**config.mk**
```make
export PLATFORM = sky130hd
export DESIGN_NAME = spi_sink
export DESIGN_NICKNAME = d
export VERILOG_FILES = /design/src/rtl/spi_sink_pkg.sv /design/src/rtl/spi_sink_fifo.sv /design/src/rtl/spi_sink.sv
export SDC_FILE = /design/constraint.sdc
export NUM_CORES = 1
export LEC_CHECK = 0
export CAP_MARGIN = 15
export CELL_PAD_IN_SITES_DETAIL_PLACEMENT = 1
export CELL_PAD_IN_SITES_GLOBAL_PLACEMENT = 1
export CORE_MARGIN = 2
export CORE_UTILIZATION = 25
export CTS_BUF_LIST = sky130_fd_sc_hd__clkbuf_4 sky130_fd_sc_hd__clkbuf_8
export CTS_CLUSTER_SIZE = 40
export DETAILED_ROUTE_END_ITERATION = 12
export PLACE_DENSITY = 0.47
export SLEW_MARGIN = 20
export SYNTH_ARGS = -nofsm -noshare
export SYNTH_HDL_FRONTEND = slang
export SYNTH_SLANG_ARGS = --single-unit
```
**constraint.sdc**
```tcl
create_clock -name clk -period 2 [get_ports clk]
set_input_delay 0.3 -clock clk [delete_from_list [all_inputs] [get_ports clk]]
set_output_delay 0.3 -clock clk [all_outputs]
set_load 0.03 [all_outputs]
```
**src/rtl/spi_sink_pkg.sv**
```systemverilog
// -----------------------------------------------------------------------------
// spi_sink_pkg
// Shared definitions for the SPI byte sink: receive FSM state encoding,
// byte width and synchronizer depth.
// -----------------------------------------------------------------------------
package spi_sink_pkg;

   typedef enum logic {
      IDLE  = 1'b0,
      SHIFT = 1'b1
   } state_t;

   localparam int BYTE_W      = 8;
   localparam int SYNC_STAGES = 2;
   localparam int BIT_CNT_W   = $clog2(BYTE_W);

endpackage : spi_sink_pkg

```
**src/rtl/spi_sink_fifo.sv**
```systemverilog
// -----------------------------------------------------------------------------
// sync_fifo
// Single-clock show-ahead FIFO with a valid/ready pop side.
//   clk, rst_n      : clock, asynchronous active-low reset
//   push_i          : write request for push_data_i
//   push_data_i     : data to store
//   push_accept_o   : the write request is actually stored this cycle
//   pop_ready_i     : consumer takes the head entry (only while pop_valid_o)
//   pop_valid_o     : FIFO non-empty
//   pop_data_o      : head entry, forced to zero while empty
//   full_o, empty_o : occupancy flags
// -----------------------------------------------------------------------------
module sync_fifo #(
   parameter int DEPTH = 4,
   parameter int WIDTH = 8
) (
   input  logic             clk,
   input  logic             rst_n,
   input  logic             push_i,
   input  logic [WIDTH-1:0] push_data_i,
   output logic             push_accept_o,
   input  logic             pop_ready_i,
   output logic             pop_valid_o,
   output logic [WIDTH-1:0] pop_data_o,
   output logic             full_o,
   output logic             empty_o
);

   localparam int AW = $clog2(DEPTH);

   logic [WIDTH-1:0] mem_q [DEPTH];
   logic [AW:0]      wr_ptr_q, rd_ptr_q;
   logic             pop;

   // Extra pointer MSB tells a wrapped (full) FIFO from an empty one.
   assign empty_o = (wr_ptr_q == rd_ptr_q);
   assign full_o  = (wr_ptr_q[AW] != rd_ptr_q[AW]) &&
                    (wr_ptr_q[AW-1:0] == rd_ptr_q[AW-1:0]);

   assign pop           = pop_ready_i & ~empty_o;
   // A pop in the same cycle frees the slot, so a full FIFO can still accept.
   assign push_accept_o = push_i & (~full_o | pop);

   assign pop_valid_o = ~empty_o;
   assign pop_data_o  = empty_o ? '0 : mem_q[rd_ptr_q[AW-1:0]];

   always_ff @(posedge clk or negedge rst_n) begin
      if (!rst_n) begin
         wr_ptr_q <= '0;
         rd_ptr_q <= '0;
      end else begin
         if (push_accept_o) wr_ptr_q <= wr_ptr_q + 1'b1;
         if (pop)           rd_ptr_q <= rd_ptr_q + 1'b1;
      end
   end

   always_ff @(posedge clk) begin
      if (push_accept_o) mem_q[wr_ptr_q[AW-1:0]] <= push_data_i;
   end

endmodule : sync_fifo

```
**src/rtl/spi_sink.sv**
```systemverilog
// -----------------------------------------------------------------------------
// spi_sink
// SPI mode-0 receive-only slave. Bytes assembled from MOSI are queued in a
// small FIFO and handed to the consumer with valid/ready.
//   clk, rst_n              : system clock, asynchronous active-low reset
//   sclk_in, mosi_in, cs_n_in : raw SPI pins (asynchronous to clk)
//   rx_ready                : consumer takes rx_data this cycle
//   clr_flags               : clear overflow and frame_err
//   rx_data, rx_valid       : FIFO head byte and non-empty flag
//   busy                    : frame in progress
//   overflow, frame_err     : sticky error flags
//   byte_count              : bytes accepted into the FIFO, modulo 256
// -----------------------------------------------------------------------------
module spi_sink
   import spi_sink_pkg::*;
#(
   parameter int DEPTH     = 4,
   parameter int MSB_FIRST = 1
) (
   input  logic              clk,
   input  logic              rst_n,
   input  logic              sclk_in,
   input  logic              mosi_in,
   input  logic              cs_n_in,
   input  logic              rx_ready,
   input  logic              clr_flags,
   output logic [BYTE_W-1:0] rx_data,
   output logic              rx_valid,
   output logic              busy,
   output logic              overflow,
   output logic              frame_err,
   output logic [7:0]        byte_count
);

   // ---------------- synchronizers and edge detection ----------------
   logic [SYNC_STAGES-1:0] sclk_sync_q, mosi_sync_q, cs_sync_q;
   logic sclk_s, mosi_s, cs_s;
   logic sclk_prev_q, cs_prev_q;
   logic sclk_rise_q, cs_fall_q, cs_rise_q, mosi_dly_q;

   assign sclk_s = sclk_sync_q[SYNC_STAGES-1];
   assign mosi_s = mosi_sync_q[SYNC_STAGES-1];
   assign cs_s   = cs_sync_q[SYNC_STAGES-1];

   // Edge pulses are registered; mosi is delayed by the same stage so the
   // sampled data bit stays aligned with its sclk edge pulse.
   always_ff @(posedge clk or negedge rst_n) begin
      if (!rst_n) begin
         sclk_sync_q <= '0;
         mosi_sync_q <= '0;
         cs_sync_q   <= '1;
         sclk_prev_q <= 1'b0;
         cs_prev_q   <= 1'b1;
         sclk_rise_q <= 1'b0;
         cs_fall_q   <= 1'b0;
         cs_rise_q   <= 1'b0;
         mosi_dly_q  <= 1'b0;
      end else begin
         sclk_sync_q <= {sclk_sync_q[SYNC_STAGES-2:0], sclk_in};
         mosi_sync_q <= {mosi_sync_q[SYNC_STAGES-2:0], mosi_in};
         cs_sync_q   <= {cs_sync_q[SYNC_STAGES-2:0], cs_n_in};
         sclk_prev_q <= sclk_s;
         cs_prev_q   <= cs_s;
         sclk_rise_q <= sclk_s & ~sclk_prev_q;
         cs_fall_q   <= ~cs_s & cs_prev_q;
         cs_rise_q   <= cs_s & ~cs_prev_q;
         mosi_dly_q  <= mosi_s;
      end
   end

   // ---------------- receive FSM ----------------
   state_t               state_q, state_d;
   logic [BIT_CNT_W-1:0] bit_cnt_q, bit_cnt_d;
   logic [BYTE_W-1:0]    shreg_q, shreg_d;
   logic                 push, frame_err_set;

   always_comb begin
      state_d       = state_q;
      bit_cnt_d     = bit_cnt_q;
      shreg_d       = shreg_q;
      push          = 1'b0;
      frame_err_set = 1'b0;
      case (state_q)
         IDLE: begin
            if (cs_fall_q) begin
               state_d   = SHIFT;
               bit_cnt_d = '0;
               shreg_d   = '0;
            end
         end
         SHIFT: begin
            // sclk is handled before cs_n so a coincident final bit still counts.
            if (sclk_rise_q) begin
               if (MSB_FIRST != 0) shreg_d = {shreg_q[BYTE_W-2:0], mosi_dly_q};
               else                shreg_d = {mosi_dly_q, shreg_q[BYTE_W-1:1]};
               bit_cnt_d = bit_cnt_q + 1'b1;   // wraps to 0 after the last bit
               if (bit_cnt_q == BIT_CNT_W'(BYTE_W - 1)) push = 1'b1;
            end
            if (cs_rise_q) begin
               state_d = IDLE;
               if (bit_cnt_d != '0) frame_err_set = 1'b1;
            end
         end
         default: state_d = IDLE;
      endcase
   end

   always_ff @(posedge clk or negedge rst_n) begin
      if (!rst_n) begin
         state_q   <= IDLE;
         bit_cnt_q <= '0;
         shreg_q   <= '0;
      end else begin
         state_q   <= state_d;
         bit_cnt_q <= bit_cnt_d;
         shreg_q   <= shreg_d;
      end
   end

   // ---------------- FIFO, flags and counter ----------------
   logic push_accept, fifo_full, fifo_empty;

   sync_fifo #(
      .DEPTH (DEPTH),
      .WIDTH (BYTE_W)
   ) u_fifo (
      .clk           (clk),
      .rst_n         (rst_n),
      .push_i        (push),
      .push_data_i   (shreg_d),
      .push_accept_o (push_accept),
      .pop_ready_i   (rx_ready),
      .pop_valid_o   (rx_valid),
      .pop_data_o    (rx_data),
      .full_o        (fifo_full),
      .empty_o       (fifo_empty)
   );

   logic       overflow_q, overflow_d, frame_err_q, frame_err_d;
   logic [7:0] byte_count_q, byte_count_d;

   // Set wins over a coincident clear.
   always_comb begin
      overflow_d   = (push & ~push_accept) | (overflow_q & ~clr_flags);
      frame_err_d  = frame_err_set | (frame_err_q & ~clr_flags);
      byte_count_d = byte_count_q + (push_accept ? 8'd1 : 8'd0);
   end

   always_ff @(posedge clk or negedge rst_n) begin
      if (!rst_n) begin
         overflow_q   <= 1'b0;
         frame_err_q  <= 1'b0;
         byte_count_q <= '0;
      end else begin
         overflow_q   <= overflow_d;
         frame_err_q  <= frame_err_d;
         byte_count_q <= byte_count_d;
      end
   end

   assign busy       = (state_q == SHIFT);
   assign overflow   = overflow_q;
   assign frame_err  = frame_err_q;
   assign byte_count = byte_count_q;

endmodule : spi_sink

```
-- Word-level counts from Yosys, hierarchy flattened
Memories as Yosys holds them, arrays and structs flattened.
Cells that the tools add are included.
- word-level logic and storage cells: 68
- memory bits (writable): 32
- output and inout bits: 20
- memories: 1
- bits of input ports: 7
- flip-flop bits (word level): 40
- memory list (name ; words ; width ; rd ports ; clocked after Yosys merged registers in ; write ports ; line ; source):
    u_fifo.mem_q ; 4 ; 8 ; 1 ; 0 ; 1 ; spi_sink_fifo.sv:31 ; logic [WIDTH-1:0] mem_q [DEPTH];
- eq/ne operators: 5
- mux-type cells: 20
- reduce and logical (&&, ||, !) cells: 2
- add/sub/neg operators: 4
- bitwise logic cells: 19
- operators by type and width (kind ; number):
    two-way mux 8 bit ; 3
    case mux 8 bit (2 select lines) ; 1
    two-way mux 1 bit ; 11
    adder 3 x 1 -> 3 bit, second input constant ; 3
    two-way mux 3 bit ; 3
    adder 8 x 1 -> 8 bit ; 1
    bitwise AND 1 bit ; 8
    inverter 1 bit ; 8
    case mux 3 bit (2 select lines) ; 1
    equality test 3 bit ; 1
    equality test 3 bit, second input constant ; 1
    OR 1 bit ; 3
    nonzero test 3 bit ; 1
    equality test 2 bit ; 1
    != test 2 bit, second input constant ; 1
    case mux 1 bit (2 select lines) ; 1
    logical AND 1 bit ; 1
    != test 1 bit ; 1

-- Logic depth before layout (Yosys ltp)
Gate-level depths: netlist of run 1.
- word-level depth: 8
- depth in mapped cells: 9
- mapped depth without buffers: 9

-- Modules after synthesis
A second synthesis of run 1 with hierarchy kept.
- cells, all modules: 191
- area total of the unflattened synthesis: 3030.4 um^2
- by module, submodules not included (module ; cells an instance ; seq. area each (um^2) ; instances ; area each (um^2)):
    sync_fifo ; 93 ; 1111.1 ; 1 ; 1674.1
    spi_sink ; 98 ; 854.6 ; 1 ; 1356.3

-- Worst setup path after synthesis of run 1
Ideal clock, no wire load.
- path kind: reg2reg
- from: register u_fifo.rd_ptr_q[1]
- to: register byte_count_q[6], in the netlist byte_count[6]
- arrival: 1.936 ns
- clock period less this slack: 2.069 ns
- library setup time: 0.133 ns
- required time: 1.867 ns
- path slack: -0.069 ns
- path buffers: 1
- stages on the path, launching flop included: 9
- cell sequence: dfrtp_1 > buf_6 > xor2_2 > o41a_4 > ha_1 > ha_1 > and3_1 > nand3_1 > xnor2_1
- cells in the longest elaborated chain, start to end: 7
- elaborated cells on any way between the ends: 10
- those cells by class: add/sub (1); eq/ne (2); mux (1); bitwise (5); reduce/logical (1)
- RTL lines (what ; line ; source):
    from (decl) ; spi_sink_fifo.sv:32 ; logic [AW:0] wr_ptr_q, rd_ptr_q;
    from (signal assigned) ; spi_sink_fifo.sv:53 ; if (pop) rd_ptr_q <= rd_ptr_q + 1'b1;
    equality test 3 bit or equality test 2 bit (tied branches) ; spi_sink_fifo.sv:36, spi_sink_fifo.sv:38 ;
    inverter 1 bit or logical AND 1 bit (tied branches) ; spi_sink_fifo.sv:40, spi_sink_fifo.sv:37 ;
    bitwise AND 1 bit or inverter 1 bit (tied branches) ; spi_sink_fifo.sv:40, spi_sink_fifo.sv:42 ;
    OR 1 bit (*) ; spi_sink_fifo.sv:42 ; assign push_accept_o = push_i & (~full_o | pop);
    bitwise AND 1 bit (*) ; spi_sink_fifo.sv:42 ;
    named net push_accept ; spi_sink.sv:121 ; logic push_accept, fifo_full, fifo_empty;
    two-way mux 1 bit (*) ; spi_sink.sv:146 ; byte_count_d = byte_count_q + (push_accept ? 8'd1 : 8'd0);
    adder 8 x 1 -> 8 bit (*) ; spi_sink.sv:146 ;
    named net byte_count_d[6] ; spi_sink.sv:140 ; logic [7:0] byte_count_q, byte_count_d;
    to (signal assigned) ; spi_sink.sv:157 ; byte_count_q <= byte_count_d;
    to (decl) ; spi_sink.sv:140 ;
Mark *: on every way through the listed nets, which the timed path passes. The rest lies on a longest branch.
A chain may end at the register's enable or synchronous reset.

-- Final worst setup path of run 1
- from: register u_fifo.rd_ptr_q[0]
- to: output port rx_data[0]
- cells in the longest elaborated chain, start to end: 2
- elaborated cells on any way between the ends: 3
- those cells by class: eq/ne (1); mux (1); memory (1)
- RTL lines (what ; line ; source):
    memory (4 x 8 bit) or equality test 3 bit (tied branches) ; -- ;
    two-way mux 8 bit (*) ; spi_sink_fifo.sv:45 ; assign pop_data_o = empty_o ? '0 : mem_q[rd_ptr_q[AW-1:0]];
    to (decl) ; spi_sink.sv:27 ; output logic [BYTE_W-1:0] rx_data,
Every way passes the cells marked *; elsewhere a longest branch is shown, timed or not.

==> metrics.txt, run 1 <==
drt drc 0; Crit path largest cell delay 480 ps; CP dominant cell by count buf_6; final hold vios 0; crit-path max FO 4; Die H 113 um; #FFs+latches synth 72; hold path depth 1; Pwr Total 4.77 mW; Worst-path clk slew 90 ps; worst-margin pin slew 490 ps; sequential area share after synthesis 66.4%; final slew viol count 0; critical path class flip-flop to primary output; CTS buffer count 9; switching share of power 32.7%; area grow syn2layout 33.5%; Worst R2R Setup Slack 40 ps; HPWL after detailed placement 4250 um; cell family with most CP delay multiplexers; relative slew slack 67.0%; CTS tree done; most common cell after layout, fill and taps aside dfrtp_1; EDFF count, synth 32; Root Driver clkbuf_8; Arrival @ worst endpoint 1730 ps; Clk Latency, worst-skew pair 360 ps; Pleak 1.60 nW; slowest stage cell, crit path mux4_2; failing checks negative setup slack; final-stage net count 260; RSZ-0062 raised after global routing true; CP Capture Type primary output; post-layout min period 2030 ps; I/O Buffers 26; gate count after technology mapping 183; WP buf/inv 3; Iter 0 DRT Violations 37; Critical path origin u_fifo.rd_ptr_q[0]$_DFFE_PN0P_; Peak Freq 493 MHz; HP Start cs_n_in; vias 1698; H-tree lvl count 3; share of cells above drive strength 1 40.2%; status complete, but fails checks; grt ovf 0; Post-Place Setup Slack -68.5 ps; Chip Width 113 um; async set or reset register ratio after synthesis 55.6%; cell depth of the worst setup path 5; Fill cells 1186; Syn. warnings 0; vias in the first global route 1937; Starting Density 25.8%; Synth Area per Inst 16.2 um^2; internal power 3.21 mW; startpoint types flip-flop; Post-DP Area 3610 um^2; FP Rows 39; GRT Util Overall 10.6%; initial antenna violation count 0; Seq pwr share 38.0%; Clk network pwr share 25.5%; power per cell area 1210 nW/um^2; Ports 27; drt first pass iters 4; largest net degree at the start of global routing 22; Core Region 11500 um^2; main flop type after synthesis dfrtp_1; Via-to-Cell Ratio 4.33; most frequent cells in the layout dfrtp_1, edfxtp_1, buf_4; synthesized area 2960 um^2; DRT Wirelength 6060 um; maximum VDD drop 0.000781 V; Final Non-Filler Cells 392; Final Instance Area 3950 um^2; R2R Path Start u_fifo.wr_ptr_q[1]$_DFFE_PN0P_; die area 12700 um^2; Comb power frac 36.5%; switching power 1.56 mW; Netlist cell types 38; hold crit path type primary input to flip-flop; R2R cell count 7; final worst slack -27.1 ps; CP Cell Sequence buf_12, buf_6, mux4_2, nor2b_4, buf_6; Final setup viols 2; final period utilization 101%; antenna-violating nets left 0; MaxCap Viol Count 0; Required @ worst endpoint 1700 ps; clk_skew 14.8 ps; clock sinks 72; first-pass GRT wire length 10300 um; Antenna diodes 0; Synth Net Count 199; wire per inst 15.5 um; post-placement cell count 371; Max Root-Sink Buffers 2; routability congestion estimate from global placement 0.693
-- synth_stat cells (4+ instances only) --
cell,count,area [um^2]
a22o_1,9,78.8
xnor2_1,8,70.1
nand2_1,4,15.0
edfxtp_1,32,961
inv_1,5,18.8
mux2_2,10,113
o21ai_0,4,20.0
nand3_1,4,20.0
nor2b_1,12,75.1
ha_1,9,113
mux4_2,8,180
dfrtp_1,37,926
xor2_1,5,43.8
-- sequential cells by signal (all words and copies together), names as in the netlist --
signal,count
cs_sync_q,2
u_fifo.rd_ptr_q,3
sclk_rise_q,1
busy,1
overflow,1
cs_prev_q,1
u_fifo.mem_q,32
cs_rise_q,1
cs_fall_q,1
mosi_sync_q,2
sclk_prev_q,1
byte_count,8
sclk_sync_q,2
bit_cnt_q,3
mosi_dly_q,1
frame_err,1
shreg_q,8
u_fifo.wr_ptr_q,3
-- what timing repair did --
action                                 CTS  global route
hold buffers                             1             0
endpoints found under the hold margin   16             0
buffers inserted                         2             2
pin swaps                                0             2
setup endpoints to repair               41            11
resized for setup                       30            22
-- worst paths after layout --
kind | to
max in group asynchronous | u_fifo.rd_ptr_q[1]$_DFFE_PN0P_
min in group asynchronous | cs_fall_q$_DFF_PN0_
setup / recovery | rx_data[0]
setup reg to reg | byte_count[6]$_DFF_PN0_
hold reg to reg | mosi_dly_q$_DFF_PN0_
hold / removal | cs_sync_q[0]$_DFF_PN1_
-- worst reg2reg max path, cell delays in order, from the launching register on --
cell	delay (ps)
dfrtp_2	450
xor2_4	210
o41a_4	520
ha_4	190
ha_4	150
and3_4	180
nand3_2	80
xnor2_2	100
-- stage by stage --
step	hold WS, ps	utilization [%]	setup TNS, ps
5_1_grt	325	34.5	-557
2_1_floorplan	4.41	-	-37.6
3_5_place_dp	289	31.5	-2030
4_1_cts	320	33.7	-631
6_report	347	34.5	-27.6
3_3_place_gp	298	31.5	-1390
-- kinds of logic (layout without fill, tap and decap cells) --
logic type               after synthesis  after routing  share of synthesized area, %
AO/OA/AOI/OAI                         20             20                          5.62
XOR/XNOR                              14             14                          4.39
adder cells (fa/ha/maj)                9              9                          3.80
flip-flops                            72             72                          66.4
AND/OR/NAND/NOR                       38             38                          7.60
multiplexers                          19             19                          10.4
buffers and inverters                 11             77                          1.82
-- routing by layer --
metal	part of all wire, %	track usage, %	up-vias	wire length (um)
met5	0	0	-	0
met4	0.94	3.41	0	57
met3	3.8	3.54	7	228
met2	49	17.1	30	2980
met1	46	13.4	862	2790
li1	-	-	799	-
-- power groups by stage --
stage          sequential [mW]  combinational, mW  clock [mW]
4_1_cts                   1.81               1.63        1.27
3_5_place_dp              1.84               1.57           0
3_3_place_gp              1.83               1.55           0
5_1_grt                   1.84               1.90        1.33
2_1_floorplan             1.83              0.964           0
6_report                  1.82               1.74        1.22
-- area by class of cell --
cell class | instances | area, um^2 | share of cell area [%]
clock buffers | 9 | 124 | 3.13
clock inverters | 7 | 83.8 | 2.12
inverters | 5 | 18.8 | 0.475
multi-input cells | 100 | 1060 | 26.7
flip-flops and latches | 72 | 1970 | 49.8
well taps | 143 | 179 | 4.53
repair buffers | 56 | 520 | 13.2
(Power assumes the default switching activity.)
==> inputs of run 2 (changes only) <==
--- a/config.mk
+++ b/config.mk
@@ -10,7 +10,6 @@
 export CELL_PAD_IN_SITES_GLOBAL_PLACEMENT = 1
 export CORE_MARGIN = 2
 export CORE_UTILIZATION = 25
-export CTS_BUF_LIST = sky130_fd_sc_hd__clkbuf_4 sky130_fd_sc_hd__clkbuf_8
 export CTS_CLUSTER_SIZE = 40
 export DETAILED_ROUTE_END_ITERATION = 12
 export PLACE_DENSITY = 0.47
==> run 2 against run 1 <==
Effect of this change: the flow still finishes with violations (negative setup slack); design area grew 3.0%; combinational power is essentially flat; register-to-register slack is essentially flat; critical path depth is the same; sequential share of layout area shrank 1.5 points; clock power grew 37%; die area is the same; sequential power is essentially flat; global-route usage grew 0.084 points; routed wire length grew 0.58%; count of clock-buffer cells in the layout is the same; setup slack gained 23 ps; largest power group unchanged.
==> metrics.txt, run 2 (synthesis gave the netlist of run 1 again) <==
Worst R2R Setup Slack 40 ps (about the same); Seq pwr share 34.5% (-3.5 points); CP Capture Type primary output; failing checks negative setup slack; clk_skew 8.96 ps (-5.81 ps); worst-margin pin slew 483 ps (-6.72 ps); startpoint types flip-flop; CP dominant cell by count buf_6; Die H 113 um (unchanged); MaxCap Viol Count 0 (unchanged); die area 12700 um^2 (unchanged); Arrival @ worst endpoint 1700 ps (-30 ps); final period utilization 100% (-1.2 points); first-pass GRT wire length 10300 um (+0.41%); final-stage net count 261 (+0.38%); most frequent cells in the layout dfrtp_1, edfxtp_1, buf_4; WHS 348 ps (+0.495 ps); GRT Util Overall 10.6% (+0.084 points); Ports 27 (unchanged); Final setup viols 1 (-1); Max Root-Sink Buffers 2 (unchanged); Core Region 11500 um^2 (unchanged); DRT Wirelength 6100 um (+0.58%); grt ovf 0 (unchanged); antenna-violating nets left 0 (unchanged); max FFs per register 32 (unchanged); routability congestion estimate from global placement 0.693 (unchanged); Post-DP Area 3610 um^2 (unchanged); Multi-input gate area 1060 um^2 (+0.59%); worst r2r dst byte_count[6]$_DFF_PN0_; Worst Setup EP rx_data[0]; Comb power frac 33.7% (-2.8 points); vias 1702 (+0.24%); Via-to-Cell Ratio 4.33 (about the same); Root Driver clkbuf_16; most common cell after layout, fill and taps aside dfrtp_1; largest net degree at the start of global routing 22 (unchanged); Fill cells 1167 (-1.6%); Crit path largest cell delay 480 ps (about the same); I/O Buffers 26 (unchanged); CP Cell Sequence buf_12, buf_6, mux4_2, nor2b_4, buf_6; switching share of power 31.1% (-1.7 points); final hold vios 0 (unchanged); FP Rows 39 (unchanged); slowest stage cell, crit path mux4_2; final slew viol count 0 (unchanged); critical path class flip-flop to primary output; relative slew slack 67.4% (+0.45 points); Post-Place Setup Slack -68.5 ps (unchanged); post-layout min period 2000 ps (-23.3 ps); Critical path origin u_fifo.rd_ptr_q[0]$_DFFE_PN0P_; R2R cell count 7 (unchanged); Peak Freq 499 MHz (+1.2%); maximum VDD drop 0.000912 V (+17%); CTS tree done; H-tree lvl count 3 (unchanged); RSZ-0062 raised after global routing true; power per cell area 1290 nW/um^2 (+7.1%); Chip Width 113 um (unchanged); crit-path max FO 4 (unchanged); wire per inst 15.5 um (+0.32%); internal power 3.63 mW (+13%); Iter 0 DRT Violations 54 (+46%); Clk network pwr share 31.8% (+6.3 points); drt drc 0 (unchanged); initial antenna violation count 0 (unchanged); Clk Latency, worst-skew pair 340 ps (-20 ps); CTS buffer count 9 (unchanged); Final Instance Area 4070 um^2 (+3.0%); Starting Density 25.8% (unchanged); Sequential Area 1970 um^2 (about the same); switching power 1.63 mW (+4.7%); share of cells above drive strength 1 40.4% (+0.24 points); area grow syn2layout 37.5%; drt first pass iters 2 (-2); Worst-path clk slew 60 ps (-30 ps); clock sinks 72 (unchanged); Pleak 1.65 nW (+3.4%); Required @ worst endpoint 1700 ps (about the same); HPWL after detailed placement 4250 um (unchanged); hold crit path type flip-flop to flip-flop; final worst slack -3.79 ps (+23.3 ps); Antenna diodes 0 (unchanged); vias in the first global route 1924 (-0.67%); status complete, but fails checks; R2R Path Start u_fifo.wr_ptr_q[1]$_DFFE_PN0P_
==> run 2: changes by cell type in the layout (fill, tap and decap cells not counted) <==
cell,delta
dfrtp_2,-1
and3_4,+1
clkbuf_16,+9
and3_2,-1
nor2b_2,+1
nor2b_1,-1
buf_6,+1
clkbuf_8,-9
dfrtp_1,+1
==> run 2: critical path: cells and delay by family, from the launching register on <==
family | cells | cell delay [ps]
mux | 1 | 480
buf+inv | 3 | 340
flops | 1 | 410
simple gates | 1 | 140
==> run 2: per-layer routing <==
metal / part of all wire, % / GRT usage, % / wire length, um
met5: 0 / 0 / 0
met4: 1.7 / 3.41 / 103
met3: 3.7 / 3.54 / 225
met2: 48 / 17.1 / 2950
met1: 46 / 13.7 / 2820
==> run 2: what timing repair did <==
action | CTS | global route
buffers inserted | 1 | 4
endpoints found under the setup margin | 41 | 11
endpoints found under the hold margin | 16 | 0
resized for setup | 30 | 23
pin swaps | 0 | 2
gates cloned | 0 | 0
hold buffers | 1 | 0
==> run 2: how the worst min path moves through the flow <==
stage,from,to,slack [ps],cells after the start
final,mosi_sync_q[1]$_DFF_PN0_,mosi_dly_q$_DFF_PN0_,350,0
after global routing,cs_n_in,cs_sync_q[0]$_DFF_PN1_,360,1
after CTS,mosi_sync_q[1]$_DFF_PN0_,mosi_dly_q$_DFF_PN0_,350,0
after detailed placement,rst_n,byte_count[1]$_DFF_PN0_,290,1
after global placement,rst_n,byte_count[1]$_DFF_PN0_,300,1
after floorplan,rst_n,bit_cnt_q[0]$_DFFE_PN0P_,4,0
==> run 2: final cells by class <==
type                       count  share of cell area, %
clock buffer                   9                   5.53
clock inverter                 7                   2.06
inverter                       5                  0.461
multi-input combinational    100                   26.1
sequential                    72                   48.4
tap                          143                   4.39
timing repair buffer          57                   13.1
==> run 2: power by group through the flow <==
stage	Sequential [mW]	Clock [mW]	Combinational, mW
5_1_grt	1.84	1.79	1.94
3_3_place_gp	1.83	0	1.55
6_report	1.82	1.67	1.77
4_1_cts	1.82	1.71	1.62
3_5_place_dp	1.84	0	1.57
2_1_floorplan	1.83	0	0.964
==> run 2: metrics by stage <==
step	setup TNS, ps	cells	total power, mW	util, %
after CTS	-330	389	5.15	34.6
after floorplan	-37.6	183	2.79	-
after global placement	-1390	371	3.39	31.5
after global routing	-249	393	5.56	35.5
after detailed placement	-2030	371	3.41	31.5
final	-3.79	393	5.26	35.5
